==> config.mk <==
export PLATFORM = sky130hd
export DESIGN_NAME = load_buffer_mp
export DESIGN_NICKNAME = d
export VERILOG_FILES = /design/src/rtl/load_buffer_mp.sv
export SDC_FILE = /design/constraint.sdc
export NUM_CORES = 1
export LEC_CHECK = 0
export CORE_MARGIN = 2
export CORE_UTILIZATION = 50
export CTS_BUF_LIST = sky130_fd_sc_hd__clkbuf_8
export CTS_CLUSTER_DIAMETER = 30
export DETAILED_ROUTE_END_ITERATION = 16
export PLACE_DENSITY_LB_ADDON = 0.05
export SYNTH_ARGS = -nofsm -noshare
export SYNTH_HDL_FRONTEND = slang
export SYNTH_SLANG_ARGS = --single-unit
==> constraint.sdc <==
create_clock -name clock -period 7.35 [get_ports clock]
set_input_delay 1.1025 -clock clock [delete_from_list [all_inputs] [get_ports clock]]
set_output_delay 1.1025 -clock clock [all_outputs]
set_load 0.01 [all_outputs]
==> src/rtl/load_buffer_mp.sv <==
// Multi-port-fill load buffer: holds loads waiting on cache fills, merges fill bytes and presents results to the CDB.
// Optional macro LOAD_BUFFER_OLDEST_FIRST_EN restricts cdb_req to the entry that has been READY longest.
module load_buffer_mp #(
   parameter int DEPTH      = 4,
   parameter int FILL_PORTS = 2,
   parameter int MSHR_IDX_W = 3,
   parameter int BM_W       = 4,
   parameter int DEST_W     = 6,
   localparam int PKT_W     = 32 + 3 + DEST_W + BM_W + MSHR_IDX_W + 4 + 32,
   localparam int CDB_W     = 1 + DEST_W + 32,
   localparam int OCC_W     = $clog2(DEPTH + 1)
) (
   input  logic                             clock,
   input  logic                             reset,
   input  logic                             alloc_valid,
   input  logic [PKT_W-1:0]                 alloc_pkt,
   output logic                             alloc_ready,
   input  logic [FILL_PORTS-1:0]            fill_valid,
   input  logic [FILL_PORTS*MSHR_IDX_W-1:0] fill_mshr_idx,
   input  logic [FILL_PORTS*64-1:0]         fill_data,
   output logic [DEPTH-1:0]                 cdb_req,
   input  logic [DEPTH-1:0]                 cdb_gnt,
   output logic [DEPTH*CDB_W-1:0]           load_result,
   input  logic [BM_W-1:0]                  b_mm_resolve,
   input  logic                             b_mm_mispred,
   output logic [OCC_W-1:0]                 occupancy
);

   // Packet layout, LSB first: result, byte_mask, mshr_idx, bm, dest, func, addr
   localparam int P_RES  = 0;
   localparam int P_MASK = 32;
   localparam int P_MSHR = P_MASK + 4;
   localparam int P_BM   = P_MSHR + MSHR_IDX_W;
   localparam int P_DEST = P_BM + BM_W;
   localparam int P_FUNC = P_DEST + DEST_W;
   localparam int P_ADDR = P_FUNC + 3;
   localparam int IDX_W  = $clog2(DEPTH);

   typedef enum logic [1:0] {
      ST_FREE  = 2'd0,
      ST_WAIT  = 2'd1,
      ST_READY = 2'd2
   } state_e;

   state_e                state_q [DEPTH];
   state_e                state_d [DEPTH];
   logic [31:0]           word_q  [DEPTH];
   logic [31:0]           word_d  [DEPTH];
   logic [3:0]            mask_q  [DEPTH];
   logic [3:0]            mask_d  [DEPTH];
   logic [MSHR_IDX_W-1:0] mshr_q  [DEPTH];
   logic [MSHR_IDX_W-1:0] mshr_d  [DEPTH];
   logic [BM_W-1:0]       bm_q    [DEPTH];
   logic [BM_W-1:0]       bm_d    [DEPTH];
   logic [DEST_W-1:0]     dest_q  [DEPTH];
   logic [DEST_W-1:0]     dest_d  [DEPTH];
   logic [2:0]            func_q  [DEPTH];
   logic [2:0]            func_d  [DEPTH];
   logic [1:0]            off_q   [DEPTH];
   logic [1:0]            off_d   [DEPTH];
   logic                  widx_q  [DEPTH];
   logic                  widx_d  [DEPTH];

   logic [31:0]           pkt_res;
   logic [3:0]            pkt_mask;
   logic [MSHR_IDX_W-1:0] pkt_mshr;
   logic [BM_W-1:0]       pkt_bm;
   logic [DEST_W-1:0]     pkt_dest;
   logic [2:0]            pkt_func;
   logic [1:0]            pkt_off;
   logic                  pkt_widx;
   logic                  unused_addr_hi;

   assign pkt_res        = alloc_pkt[P_RES  +: 32];
   assign pkt_mask       = alloc_pkt[P_MASK +: 4];
   assign pkt_mshr       = alloc_pkt[P_MSHR +: MSHR_IDX_W];
   assign pkt_bm         = alloc_pkt[P_BM   +: BM_W];
   assign pkt_dest       = alloc_pkt[P_DEST +: DEST_W];
   assign pkt_func       = alloc_pkt[P_FUNC +: 3];
   assign pkt_off        = alloc_pkt[P_ADDR +: 2];
   assign pkt_widx       = alloc_pkt[P_ADDR + 2];
   // Only the word select and byte offset of the address matter here
   assign unused_addr_hi = ^alloc_pkt[P_ADDR + 3 +: 29];

   logic [DEPTH-1:0] ready_vec;
   logic [IDX_W-1:0] alloc_idx;
   logic             any_free;
   logic             alloc_fire;
   logic             alloc_kill;
   logic [OCC_W-1:0] occ_cnt;

   // Returns {hit, selected word}; the lowest-indexed matching port wins
   function automatic logic [32:0] fill_lookup(
      input logic [MSHR_IDX_W-1:0]            idx,
      input logic                             widx,
      input logic [FILL_PORTS-1:0]            fv,
      input logic [FILL_PORTS*MSHR_IDX_W-1:0] fm,
      input logic [FILL_PORTS*64-1:0]         fd
   );
      logic [32:0] r;
      r = '0;
      for (int p = FILL_PORTS - 1; p >= 0; p--) begin
         if (fv[p] && (fm[p*MSHR_IDX_W +: MSHR_IDX_W] == idx)) begin
            r = {1'b1, widx ? fd[p*64 + 32 +: 32] : fd[p*64 +: 32]};
         end
      end
      return r;
   endfunction

   function automatic logic [31:0] merge_bytes(
      input logic [31:0] old_w,
      input logic [3:0]  m,
      input logic [31:0] new_w
   );
      logic [31:0] r;
      for (int j = 0; j < 4; j++) begin
         r[8*j +: 8] = m[j] ? new_w[8*j +: 8] : old_w[8*j +: 8];
      end
      return r;
   endfunction

   always_comb begin
      any_free  = 1'b0;
      alloc_idx = '0;
      occ_cnt   = '0;
      for (int i = DEPTH - 1; i >= 0; i--) begin
         ready_vec[i] = (state_q[i] == ST_READY);
         if (state_q[i] == ST_FREE) begin
            any_free  = 1'b1;
            alloc_idx = IDX_W'(i);
         end else begin
            occ_cnt = occ_cnt + OCC_W'(1);
         end
      end
   end

   assign alloc_ready = any_free;
   assign occupancy   = occ_cnt;
   assign alloc_fire  = alloc_valid && alloc_ready;
   assign alloc_kill  = b_mm_mispred && (|(pkt_bm & b_mm_resolve));

   always_comb begin
      logic [32:0] fl;
      logic [32:0] fla;
      fla = fill_lookup(pkt_mshr, pkt_widx, fill_valid, fill_mshr_idx, fill_data);
      for (int i = 0; i < DEPTH; i++) begin
         state_d[i] = state_q[i];
         word_d[i]  = word_q[i];
         mask_d[i]  = mask_q[i];
         mshr_d[i]  = mshr_q[i];
         bm_d[i]    = bm_q[i] & ~b_mm_resolve;
         dest_d[i]  = dest_q[i];
         func_d[i]  = func_q[i];
         off_d[i]   = off_q[i];
         widx_d[i]  = widx_q[i];

         fl = fill_lookup(mshr_q[i], widx_q[i], fill_valid, fill_mshr_idx, fill_data);
         if ((state_q[i] == ST_WAIT) && fl[32]) begin
            word_d[i]  = merge_bytes(word_q[i], mask_q[i], fl[31:0]);
            mask_d[i]  = 4'd0;
            state_d[i] = ST_READY;
         end

         if ((state_q[i] == ST_READY) && cdb_req[i] && cdb_gnt[i]) begin
            state_d[i] = ST_FREE;
         end

         if ((state_q[i] == ST_FREE) && alloc_fire && !alloc_kill && (alloc_idx == IDX_W'(i))) begin
            mshr_d[i] = pkt_mshr;
            bm_d[i]   = pkt_bm & ~b_mm_resolve;
            dest_d[i] = pkt_dest;
            func_d[i] = pkt_func;
            off_d[i]  = pkt_off;
            widx_d[i] = pkt_widx;
            if ((pkt_mask != 4'd0) && fla[32]) begin
               word_d[i]  = merge_bytes(pkt_res, pkt_mask, fla[31:0]);
               mask_d[i]  = 4'd0;
               state_d[i] = ST_READY;
            end else begin
               word_d[i]  = pkt_res;
               mask_d[i]  = pkt_mask;
               state_d[i] = (pkt_mask == 4'd0) ? ST_READY : ST_WAIT;
            end
         end

         // A mispredict squash beats any fill or grant on the same entry
         if (b_mm_mispred && (state_q[i] != ST_FREE) && (|(bm_q[i] & b_mm_resolve))) begin
            state_d[i] = ST_FREE;
         end
      end
   end

   always_ff @(posedge clock or negedge reset) begin
      if (!reset) begin
         for (int i = 0; i < DEPTH; i++) begin
            state_q[i] <= ST_FREE;
            word_q[i]  <= '0;
            mask_q[i]  <= '0;
            mshr_q[i]  <= '0;
            bm_q[i]    <= '0;
            dest_q[i]  <= '0;
            func_q[i]  <= '0;
            off_q[i]   <= '0;
            widx_q[i]  <= 1'b0;
         end
      end else begin
         for (int i = 0; i < DEPTH; i++) begin
            state_q[i] <= state_d[i];
            word_q[i]  <= word_d[i];
            mask_q[i]  <= mask_d[i];
            mshr_q[i]  <= mshr_d[i];
            bm_q[i]    <= bm_d[i];
            dest_q[i]  <= dest_d[i];
            func_q[i]  <= func_d[i];
            off_q[i]   <= off_d[i];
            widx_q[i]  <= widx_d[i];
         end
      end
   end

`ifdef LOAD_BUFFER_OLDEST_FIRST_EN
   // older_q[i][j] = 1: entry j became READY before entry i
   logic [DEPTH-1:0] older_q [DEPTH];
   logic [DEPTH-1:0] older_d [DEPTH];
   logic [DEPTH-1:0] newly_ready;

   always_comb begin
      for (int i = 0; i < DEPTH; i++) begin
         newly_ready[i] = (state_d[i] == ST_READY) && (state_q[i] != ST_READY);
      end
      for (int i = 0; i < DEPTH; i++) begin
         older_d[i] = older_q[i] & ~newly_ready;
         // Simultaneous arrivals are ordered by entry index
         if (newly_ready[i]) begin
            older_d[i] = ready_vec | (newly_ready & ((DEPTH'(1) << i) - DEPTH'(1)));
         end
      end
   end

   always_ff @(posedge clock or negedge reset) begin
      if (!reset) begin
         for (int i = 0; i < DEPTH; i++) older_q[i] <= '0;
      end else begin
         for (int i = 0; i < DEPTH; i++) older_q[i] <= older_d[i];
      end
   end

   always_comb begin
      for (int i = 0; i < DEPTH; i++) begin
         cdb_req[i] = ready_vec[i] && !(|(older_q[i] & ready_vec));
      end
   end
`else
   assign cdb_req = ready_vec;
`endif

   for (genvar gi = 0; gi < DEPTH; gi++) begin : g_res
      logic [31:0] shifted;
      logic [31:0] ext;
      always_comb begin
         shifted = word_q[gi] >> {off_q[gi], 3'b000};
         case (func_q[gi][1:0])
            2'd0:    ext = func_q[gi][2] ? {24'd0, shifted[7:0]} : {{24{shifted[7]}}, shifted[7:0]};
            2'd1:    ext = func_q[gi][2] ? {16'd0, shifted[15:0]} : {{16{shifted[15]}}, shifted[15:0]};
            default: ext = shifted;
         endcase
      end
      assign load_result[gi*CDB_W +: CDB_W] = ready_vec[gi] ? {1'b1, dest_q[gi], ext} : '0;
   end

endmodule
# Yosys cells after proc, flatten, opt, wreduce, memory -nomap -nowiden
# Index checks and enable logic that the tools add are counted.
totals:
  in_bits: 232
  ff_bits: 228
classes:
  n_eq_ne: 25
  n_reduce_logical: 102
  n_mux: 108
  n_addsub: 3
  bitwise_logic: 11
  shift: 4
op_table:
  columns: ["cell", "n"]
  rows:
  - ["32-bit two-way mux", 27]
  - ["33-bit two-way mux", 10]
  - ["32-bit case mux with 2 select lines", 4]
  - ["8-bit two-way mux", 20]
  - ["39-bit two-way mux", 4]
  - ["32-bit by 5-bit right shift with 32-bit output", 4]
  - ["4-bit two-way mux", 13]
  - ["2-bit nonzero test", 24]
  - ["2-bit two-way mux", 22]
  - ["1-bit logical AND", 41]
  - ["4-bit AND", 10]
  - ["2-bit AND reduction", 16]
  - ["3-bit == test", 10]
  - ["4-bit nonzero test", 5]
  - ["4-bit OR reduction", 5]
  - ["2-bit by 1-bit == test with 1-bit output (second input constant)", 9]
  - ["2-bit zero test", 9]
  - ["2-bit == test (second input constant)", 6]
  - ["3-bit by 1-bit adder with 3-bit output (second input constant)", 3]
  - ["3-bit two-way mux", 3]
  - ["1-bit two-way mux", 5]
  - ["4-bit zero test", 1]
  - ["4-bit inverter", 1]
  - ["1-bit zero test", 1]

# Depth between registers and ports, before layout
logic_depth:
  depth_word: 11
  depth_mapped: 9
  ltp_nobuf: 8

# Least setup slack after synthesis
# Ideal clock, no wire load.
synth_path:
  path_type: "flip-flop to output port"
  from: "register off_q[2] in the netlist's numbering"
  to: "output load_result[102]"
  path_stages_with_launch: 7
  arrival_time_ns: 1.835
  path_buffers: 1
  slack_ns: 4.413
  cell_sequence: "dfrtp_1 buf_2 nand2b_1 mux4_2 o21bai_1 nand2_1 a21oi_1"
synth_between:
  elab_chain_len: 4
  word_cells_on_any_way: 5
  cone_classes: "shift: 1; mux: 4"
synth_lines:
  columns: ["item", "line_no", "text"]
  rows:
  - ["start: declaration", "59", "logic [1:0] off_q [DEPTH];"]
  - ["start signal: indexed assignment", "215", "off_q[i] <= off_d[i];"]
  - ["32-bit by 5-bit right shift with 32-bit output (*)", "261", "shifted = word_q[gi] >> {off_q[gi], 3'b000};"]
  - ["32-bit two-way mux (on tied branches)", "264, 263", null]
  - ["32-bit case mux with 2 select lines (*)", "262", "case (func_q[gi][1:0])"]
  - ["39-bit two-way mux (*)", "268", "assign load_result[gi*CDB_W +: CDB_W] = ready_vec[gi] ? {1'b1, dest_q[gi], ext} : '0;"]
  - ["end: declaration", "23", "output logic [DEPTH*CDB_W-1:0] load_result,"]
# Every way passes the cells marked *; elsewhere a longest branch is shown, timed or not.

# Final worst setup path
layout_path:
  from: "register off_q[3] in the netlist's numbering"
  to: "output load_result[105]"
# Same word-level chain as after synthesis.

==> results <==
- The number of buffers and inverters on the critical path is 1.
- The worst slew slack as a fraction of its limit is between 3 and 4%.
- The number of max-cap violations is 0.
- The chip height is 201 µm.
- The number of instances in the synthesized netlist is 2363.
- For this run, the number of Yosys warnings is 0.
- The number of antenna violations at the first check in global routing is 5.
- The estimated wirelength of the detail-placed design is 66400 µm.
- The clock-pin slew on the worst setup and hold paths is 0.05 ns.
- The signed area change from the synthesized netlist to the final layout is 26.4%.
- The total overflow left after global routing is 0.
- The class of the worst hold path is reg -> reg.
- After clock tree synthesis, the setup repair step added 0 buffers.
- The post-detailed-route DRC marker count is 0.
- The routed length per placed instance is 29.1 µm.
- After routing the design area is approximately 0.025 mm².
- After layout, the minimum clock period comes to 4.83 ns.
- Setup repair after global routing left no endpoint under its margin.
- On the final layout, the worst clock skew is 0.0295 ns.
- For this design the ratio of total power to cell area is 392 mW/mm².
- The post-synthesis net count is 2599.
- After detailed routing, the number of vias per cell comes to just under 7.
- The critical path crosses 5 cells after its start point.
- The number of cell rows is 72.
- The clock latency on the worst-skew pair is 0.63 ns.
- The static leakage is 9.95 nW.
- A synthesized cell averages 8.20 µm².
- The instance area at placement is ~0.023 mm².
- Counting flops with a built-in enable in the synthesized netlist gives 0.
- Wires add up to 92400 µm.
- The count of cells in the finished layout, fillers not included, comes to approximately 3200.
- For this run, the slowest stage of the critical path takes 0.97 ns.
- Before antenna repair, the detailed router went through 6 iterations.
- The run finished with clean final reports.
- The area of the die is 0.0404 mm².
- Pin placement for this block handled 396 I/O pins.
- Entering global routing, the biggest net connects roughly 110 pins.
- Global routing consumed, over all layers together, 44.1% of the routing resources.
- The share of the clock period used by the worst path is 65.7%.
- Counting every sink on the clock net gives 228.
- Traced cell by cell, the critical path runs through mux4_2 -> o21bai_1 -> nand2_1 -> a21oi_1 -> clkdlybuf4s50_1.
- Summing over every cut layer, the via total after detailed routing is between 20000 and 25000.
- The number of global-route vias before repair was 20200.
- The hold violation total from the final report is 0.
- The register bit total from synthesis is 228.
- The post-route netlist has 9.76% of its cells at a drive strength greater than 1.
- The starting density of the core is 50.4%.
- The total of buffers placed on input and output ports is 366.
- The post-synthesis sequential area ratio is 29.4%.
- The clock tree synthesis step divided the H-tree into 3 levels.
- At the end of routability-driven placement, the weighted congestion stood at roughly 1.1.
- The worst setup path is launched from a flop.
- The number of different library cells used by synthesis comes to 61.
- The net count of the finished layout is 2840.
- The cell class contributing the biggest share of worst-path delay is flip-flops.
- The setup-violating endpoint count in the final report is 0.
- No sink is reached through more buffers than the 3 on the longest clock path.
- IR analysis of the VDD net gives a maximum drop of 0.558 mV.
- The total core area is 0.0385 mm².
- The floorplan step set the die width to 201 µm.
- The iteration-0 DRC count of the detailed router is 2800.
- For the final routed database, the setup TNS stands at 0 ns.
- At the worst endpoint, the required time is 6.25 ns.
- The maximum frequency from static timing analysis is approximately 210 MHz.
- The share of flip-flops with an asynchronous set or reset is 100%.
- The number of hold-repair buffers added at the cts stage is 0.
- The layout has around 3400 filler cells.
- The cell chosen for the clock root is sky130_fd_sc_hd__clkbuf_8.
- The count of nets left with antenna violations once routing finished came out at 0.
- The most used flip-flop cell after synthesis is sky130_fd_sc_hd__dfrtp_1.
- After clock tree synthesis, the repair step resized 0 gates.
- The worst setup path is captured at an output port.
- The worst setup path is of the reg -> out kind.
- The maximum fanout along the worst path is 35.
- The clock tree from TritonCTS is done.
- The count of pins over their slew limit came to 0.
- The number of clock buffers inserted by TritonCTS is 68.
- The count of placed standard cells including taps is 3052.
- The cell depth of the worst flop-to-flop path is 7.
- In this run the cell area of the synthesized design comes to 0.0194 mm².
- The first global-routing pass estimated 133000 µm of wire.
- At the worst endpoint, the arrival time is 3.73 ns.
- The cell at the slowest stage of the critical path is sky130_fd_sc_hd__dfrtp_1.
- The hold path depth is 2.
- At the pin with the least slew margin, the transition time is around 1.5 ns.
## per-stage QoR
| stage | total power, mW | hold slack, ns | setup WS [ns] | util, % |
|---|---|---|---|---|
| 2_1_floorplan | 5.61 | 0.437 | 4.41 | - |
| 3_3_place_gp | 7.37 | 0.452 | 2.81 | 59.9 |
| 3_5_place_dp | 7.48 | 0.455 | 2.78 | 59.9 |
| 4_1_cts | 9.44 | 0.468 | 2.62 | 63.7 |
| 5_1_grt | 10.0 | 0.479 | 2.28 | 63.7 |
| 6_report | 9.61 | 0.464 | 2.52 | 63.7 |
## synth_stat cells, drive strengths merged, types with 33 or more instances
library cell | instances | area (µm²)
a211oi | 81 | 608
a21oi | 211 | 1060
a221oi | 34 | 379
a22oi | 36 | 270
and2 | 38 | 238
and3 | 33 | 206
buf | 99 | 493
clkbuf | 140 | 529
dfrtp | 228 | 5710
inv | 68 | 255
mux2 | 61 | 687
mux2i | 328 | 3280
nand2 | 343 | 1290
nor2b | 36 | 225
o21ai | 268 | 1350
o221ai | 65 | 569
o22ai | 67 | 419
## metal layers
metal	wire length [µm]	GRT usage, %	up-vias
met4	5600	23.1	6
met1	35900	57.9	10400
li1	-	-	9275
met2	37500	62.2	1628
met3	13200	17.3	308
met5	184	2.86	-
## power by group
group	leakage [nW]	switching (mW)	internal [mW]	total, mW
Combinational	6.35	2.82	2.18	5.00
Clock	0.796	0.725	1.20	1.93
Sequential	2.80	0.850	1.82	2.67
## kinds of logic after synthesis
family	share of synthesized area [%]
DFF	29.4
and+or+nand+nor	12.9
adders and majority gates	0.258
buffers and inverters	6.59
xor gates and xnor gates	1.61
muxes	20.9
AOI/OAI and AO/OA	28.3
## flip-flops by register name, summed over array words and instances (netlist names)
| signal | cells |
|---|---|
| dest_q | 24 |
| func_q | 12 |
| bm_q | 16 |
| off_q | 8 |
| mask_q | 16 |
| widx_q | 4 |
| mshr_q | 12 |
| state_q | 8 |
| word_q | 128 |
## layout by cell type (no fill, tap or decap), types with 44 or more instances in the layout
cell type,count
sky130_fd_sc_hd__a211oi_1,81
sky130_fd_sc_hd__a21oi_1,211
sky130_fd_sc_hd__buf_4,44
sky130_fd_sc_hd__clkbuf_8,81
sky130_fd_sc_hd__clkdlybuf4s50_1,364
sky130_fd_sc_hd__dfrtp_1,224
sky130_fd_sc_hd__inv_1,83
sky130_fd_sc_hd__mux2_2,61
sky130_fd_sc_hd__mux2i_1,328
sky130_fd_sc_hd__nand2_1,343
sky130_fd_sc_hd__o21ai_0,261
sky130_fd_sc_hd__o221ai_1,65
sky130_fd_sc_hd__o22ai_1,67
## cell type report
cell class / instances / area [µm²] / area share (%)
Clock buffer: 81 / 1110 / 4.55
Inverter: 68 / 255 / 1.04
Clock inverter: 38 / 342 / 1.39
Timing Repair Buffer: 410 / 3990 / 16.3
Antenna cell: 3 / 7.51 / 0.0306
Multi-Input combinational cell: 1828 / 12400 / 50.7
Sequential cell: 228 / 5720 / 23.3
Tap cell: 518 / 648 / 2.64
## final timing paths
kind                                        start  slack (ns)                     end
max                          off_q[3]$_DFFE_PN0P_        2.52        load_result[105]
min                        dest_q[21]$_DFFE_PN0P_        0.46  dest_q[21]$_DFFE_PN0P_
max reg2reg                mshr_q[11]$_DFFE_PN0P_        4.02  word_q[99]$_DFFE_PN0P_
min reg2reg                dest_q[21]$_DFFE_PN0P_        0.46  dest_q[21]$_DFFE_PN0P_
max in group asynchronous                   reset        5.39  word_q[97]$_DFFE_PN0P_
min in group asynchronous                   reset        0.49  dest_q[20]$_DFFE_PN0P_
## worst min-delay path: cells and delay by family, from the launching register on
kind / cells / cell delay (ns)
flip-flops: 1 / 0.33
AND/OR/NAND/NOR: 2 / 0.11
Note: power is estimated with default switching activity, not from simulation.
